==> config.mk <==
export PLATFORM = sky130hd
export DESIGN_NAME = tdm_demux
export DESIGN_NICKNAME = d
export VERILOG_FILES = /design/src/rtl/tdm_demux_pkg.sv /design/src/rtl/tdm_chan_shift.sv /design/src/rtl/tdm_demux.sv
export SDC_FILE = /design/constraint.sdc
export NUM_CORES = 1
export LEC_CHECK = 0
export ABC_AREA = 0
export BUFFER_PORTS_ARGS = -buffer_cell sky130_fd_sc_hd__clkbuf_2
export CELL_PAD_IN_SITES_DETAIL_PLACEMENT = 0
export CELL_PAD_IN_SITES_GLOBAL_PLACEMENT = 2
export CORE_UTILIZATION = 36
export CTS_CLUSTER_SIZE = 14
export DETAILED_ROUTE_END_ITERATION = 10
export PLACE_DENSITY = 0.88
export SLEW_MARGIN = 20
export SYNTH_ARGS = -nofsm -noshare
export SYNTH_HDL_FRONTEND = slang
export SYNTH_SLANG_ARGS = --single-unit
==> constraint.sdc <==
create_clock -name clk -period 2.15 [get_ports clk]
set_input_delay 0 -clock clk [delete_from_list [all_inputs] [get_ports clk]]
set_output_delay 0 -clock clk [all_outputs]
set_load 0.01 [all_outputs]
==> src/rtl/tdm_demux_pkg.sv <==
// tdm_demux_pkg: shared state type, frame length and counter sizing for tdm_demux (TDM_DEMUX_PARITY_EN adds a parity slot)
package tdm_demux_pkg;
  typedef enum logic {IDLE, SHIFT} state_t;
  function automatic int frame_bits(input int width);
`ifdef TDM_DEMUX_PARITY_EN
    return 2 * width + 1;
`else
    return 2 * width;
`endif
  endfunction
  localparam int MAX_WIDTH = 32;
  localparam int CNT_W = $clog2(frame_bits(MAX_WIDTH));
endpackage

==> src/rtl/tdm_chan_shift.sv <==
// tdm_chan_shift: MSB-first channel shift register with shift-enable and synchronous clear
module tdm_chan_shift #(
  parameter int WIDTH = 8
) (
  input  logic             clk,
  input  logic             rst_n,
  input  logic             clr,
  input  logic             en,
  input  logic             d,
  output logic [WIDTH-1:0] q
);
  logic [WIDTH-1:0] base;
  // clear and shift on the same edge means "start over with d as the first bit"
  always_comb base = clr ? '0 : q;
  always_ff @(posedge clk)
    if (!rst_n) q <= '0;
    else if (clr || en) q <= en ? {base[WIDTH-2:0], d} : base;
endmodule

==> src/rtl/tdm_demux.sv <==
// tdm_demux: 2-channel bit-interleaved TDM receiver; rebuilds a/b words and offers them on valid/ready
// Build option TDM_DEMUX_PARITY_EN appends an even-parity slot checked before each frame is loaded.
module tdm_demux
  import tdm_demux_pkg::*;
#(
  parameter int WIDTH = 8
) (
  input  logic             clk,
  input  logic             rst_n,
  input  logic             din,
  input  logic             din_valid,
  input  logic             sync,
  output logic [WIDTH-1:0] out_a,
  output logic [WIDTH-1:0] out_b,
  output logic             out_valid,
  input  logic             out_ready,
  output logic             overrun,
  output logic             sync_err,
  output logic             par_err
);
  localparam int FB = frame_bits(WIDTH);
  localparam int CW = $clog2(FB) < CNT_W ? $clog2(FB) : CNT_W;
  state_t state;
  logic [CW-1:0] bit_cnt;
  logic [WIDTH-1:0] sh_a, sh_b, load_b;
  logic take, resync, shifting, last, data, done, free, en_a, en_b;
  assign take     = din_valid && sync;
  assign resync   = take && state == SHIFT;
  assign shifting = din_valid && !sync && state == SHIFT;
  assign last     = shifting && bit_cnt == CW'(FB - 1);
  assign free     = !out_valid || out_ready;
  assign en_a     = take || (data && !bit_cnt[0]);
  assign en_b     = data && bit_cnt[0];
`ifdef TDM_DEMUX_PARITY_EN
  logic par_q;
  // trailing slot is parity only; data bits plus parity must XOR to zero
  assign data    = shifting && !last;
  assign done    = last && !(^{sh_a, sh_b, din});
  assign load_b  = sh_b;
  assign par_err = par_q;
  always_ff @(posedge clk) par_q <= rst_n && last && (^{sh_a, sh_b, din});
`else
  // last slot is b[0]; bypass it straight into the output so the load happens on this edge
  assign data    = shifting;
  assign done    = last;
  assign load_b  = {sh_b[WIDTH-2:0], din};
  assign par_err = 1'b0;
`endif
  tdm_chan_shift #(.WIDTH(WIDTH)) u_chan_a (.clk(clk), .rst_n(rst_n), .clr(take), .en(en_a), .d(din), .q(sh_a));
  tdm_chan_shift #(.WIDTH(WIDTH)) u_chan_b (.clk(clk), .rst_n(rst_n), .clr(take), .en(en_b), .d(din), .q(sh_b));
  always_ff @(posedge clk)
    if (!rst_n) begin
      state     <= IDLE;
      bit_cnt   <= '0;
      out_a     <= '0;
      out_b     <= '0;
      out_valid <= 1'b0;
      overrun   <= 1'b0;
      sync_err  <= 1'b0;
    end else begin
      sync_err <= resync;
      overrun  <= done && !free;
      if (take) begin
        state   <= SHIFT;
        bit_cnt <= CW'(1);
      end else if (last) begin
        state   <= IDLE;
        bit_cnt <= '0;
      end else if (shifting) bit_cnt <= bit_cnt + CW'(1);
      if (done && free) begin
        out_a     <= sh_a;
        out_b     <= load_b;
        out_valid <= 1'b1;
      end else if (out_ready) out_valid <= 1'b0;
    end
endmodule

==> results.md <==
- Status: completed
- Drt drc: 0
- Least-Margin Pin Slew: 700 ps
- Crit start category: flip-flop
- Critical hold path startpoint: rst_n
- Setup_tns: 0 ps
- TritonCTS Sinks: 39
- Post-synthesis register bit count: 39
- Final setup margin: 452 ps
- Pre-antenna DRT Iters: 4
- Number of max-cap violations: 0
- Min-Delay Path Class: input port to flip-flop
- Postcts setup bufs: 0
- Max FO, Critical Path: 11
- CTS Hold Bufs: 1
- Die area: 0.00489 mm2
- Overall Global Routing Usage: 0.170
- Maximum number of pins on one net before global-route repair: 25
- Seq/Total Area, Yosys: 0.470
- Chip Height: 69.9 um
- Share of cells above drive strength 1: 0.211
- Crit end category: flip-flop
- First-pass GRT wire length: 6.56 mm
- Largest cells by area after synthesis: dfxtp_1 (47%), a21oi_1 (9.6%), o31ai_1 (7.2%)
- Post-DP HPWL: 2.63 mm
- Vias: 1430
- Core Region: 0.00438 mm2
- Max Root-Sink Buffers: 2
- LEAKAGE: 0.646 nW
- Total CTS buffers: 5
- Worst slack, placed: 462 ps
- Fin nets: 210
- H-tree Lvls: 2
- Max VDD drop: 0.277 mV
- DRT antenna net count: 0
- Clk pin slew, worst setup/hold paths: 80 ps
- RSZ-0062 raised after global routing: false
- Pins Over Slew Limit: 0
- Top post-synthesis cells by count: dfxtp_1 (39), a21oi_1 (32), nand2_1 (19), nand4_1 (16), o31ai_1 (16)
- Vias in the first global route: 1335
- Final setup vio count: 0
- Crit path launch: state$_SDFFE_PN0P_
- P&R area growth vs syn: 11.7%
- Final Cycle Share: 0.790
- Setup Skew: 5.39 ps
- I/O pin count: 26
- Routed len/inst: 15.2 um
- Antenna violations before repair: 0
- Clk root buf: clkbuf_8
- Crit Reg-Reg Startpoint: state$_SDFFE_PN0P_
- Synth Warn #: 0
- Num rows: 24
- Final Hold Viols: 0
- Antenna cells: 0
- Syn avg cell area: 8.84 um2
- CP arrival: 1920 ps
- Most frequent cell after synthesis: dfxtp_1
- Max Clock Freq: 0.589 GHz
- Final min period: 1700 ps
- Synth async-reset ratio: 0
- Clk_lat worst skew: 290 ps
- PwrDens: 697 mW/mm2
- Grt ovf: 0
- Routed WL: 3.89 mm
- I/O Buffers: 24
- Top-area cell type share of the netlist area: 0.470
- Largest area contributor in the netlist: dfxtp_1
- Initial DRC count: 81
- Post-cts sizing count: 0
- Avg Vias per Cell: 5.59
- Yosys cell types: 37
- GPL Wtd Cong: 0.766
- Critical path required time: 2380 ps
- Starting density of the core: 0.379
- Post-Syn Area: 0.00166 mm2
- Mapped Nets: 195
- EDFF count, synth: 0
- Max transition margin: 0.531
- Die boundary width: 69.9 um
- Crit Path Class: flip-flop to flip-flop
- Fill count: 454
- Top_reg_cell synth: dfxtp_1
- Synth Instances: 188
- CTS tree: done
sequential cells by signal, indices dropped and copies added, names as in the netlist, 4 cells and up:
register and cells:
bit_cnt 4, out_a 8, out_b 8, u_chan_a.q 8, u_chan_b.q 7
power breakdown:
part           leakage (nW)  internal [mW]  switching, mW
clock network        0.0402          0.226          0.269
registers             0.315          0.727        0.00613
logic                 0.292         0.0212         0.0458
through the flow:
stage / hold WS (ps) / instance area (um2) / utilization / total power, mW / std cells
2_1_floorplan: 139 / 1660 / - / 0.801 / 188
3_3_place_gp: 307 / 1760 / 0.400 / 0.813 / 247
3_5_place_dp: 308 / 1760 / 0.400 / 0.815 / 247
4_1_cts: 9.16 / 1850 / 0.423 / 1.31 / 256
5_1_grt: 27.6 / 1860 / 0.424 / 1.34 / 256
6_report: 22.5 / 1860 / 0.424 / 1.29 / 256
per-layer routing:
layer | share of wire | up-vias | wire [um] | GRT usage
met4 | 0.015 | 0 | 59 | 0.0667
li1 | - | 716 | - | -
met1 | 0.50 | 667 | 1960 | 0.244
met5 | 0 | - | 0 | 0
met2 | 0.43 | 40 | 1690 | 0.253
met3 | 0.048 | 7 | 185 | 0.0317
final timing paths:
| kind | end | slack, ps | depth (start not counted) |
|---|---|---|---|
| worst max-delay path | bit_cnt[2]$_SDFFE_PP0P_ | 450 | 4 |
| worst min-delay path | out_valid$_SDFFE_PN0P_ | 20 | 2 |
| worst max register to register | bit_cnt[2]$_SDFFE_PP0P_ | 450 | 4 |
| worst min register to register | u_chan_b.q[6]$_SDFFE_PN0P_ | 470 | 2 |
cell families after synthesis:
family                     Yosys count  share of synthesized area
DFF                                 39                      0.470
and+or+nand+nor                     67                      0.232
AOI/OAI and AO/OA                   55                      0.199
buffers and inverters               23                     0.0776
other                                1                    0.00226
adders and majority gates            1                    0.00753
muxes                                2                     0.0120
layout by cell type (no fill, tap or decap), drive strengths merged, types with 2 or more instances in the layout:
cell type / n
clkinv: 2
buf: 4
a21oi: 32
clkbuf: 29
o31ai: 16
dfxtp: 39
mux2i: 2
o21ai: 3
nand4: 16
nor2: 2
nand3: 16
clkinvlp: 2
or3: 2
nand2: 20
final cells by class:
type	count	area, um2	area share
Clock buffer	5	68.8	0.0371
Clock inverter	3	20.0	0.0108
Sequential cell	39	781	0.420
Multi-Input combinational cell	126	754	0.406
Tap cell	52	65.1	0.0350
Timing Repair Buffer	29	160	0.0863
Inverter	2	7.51	0.00404
worst max-delay path, stage by stage (launching register included):
cell and delay (ps):
dfxtp_1 480, nand3b_1 390, buf_4 320, or3_1 310, a21oi_1 140
No activity file was read; power rests on OpenSTA's default activity.
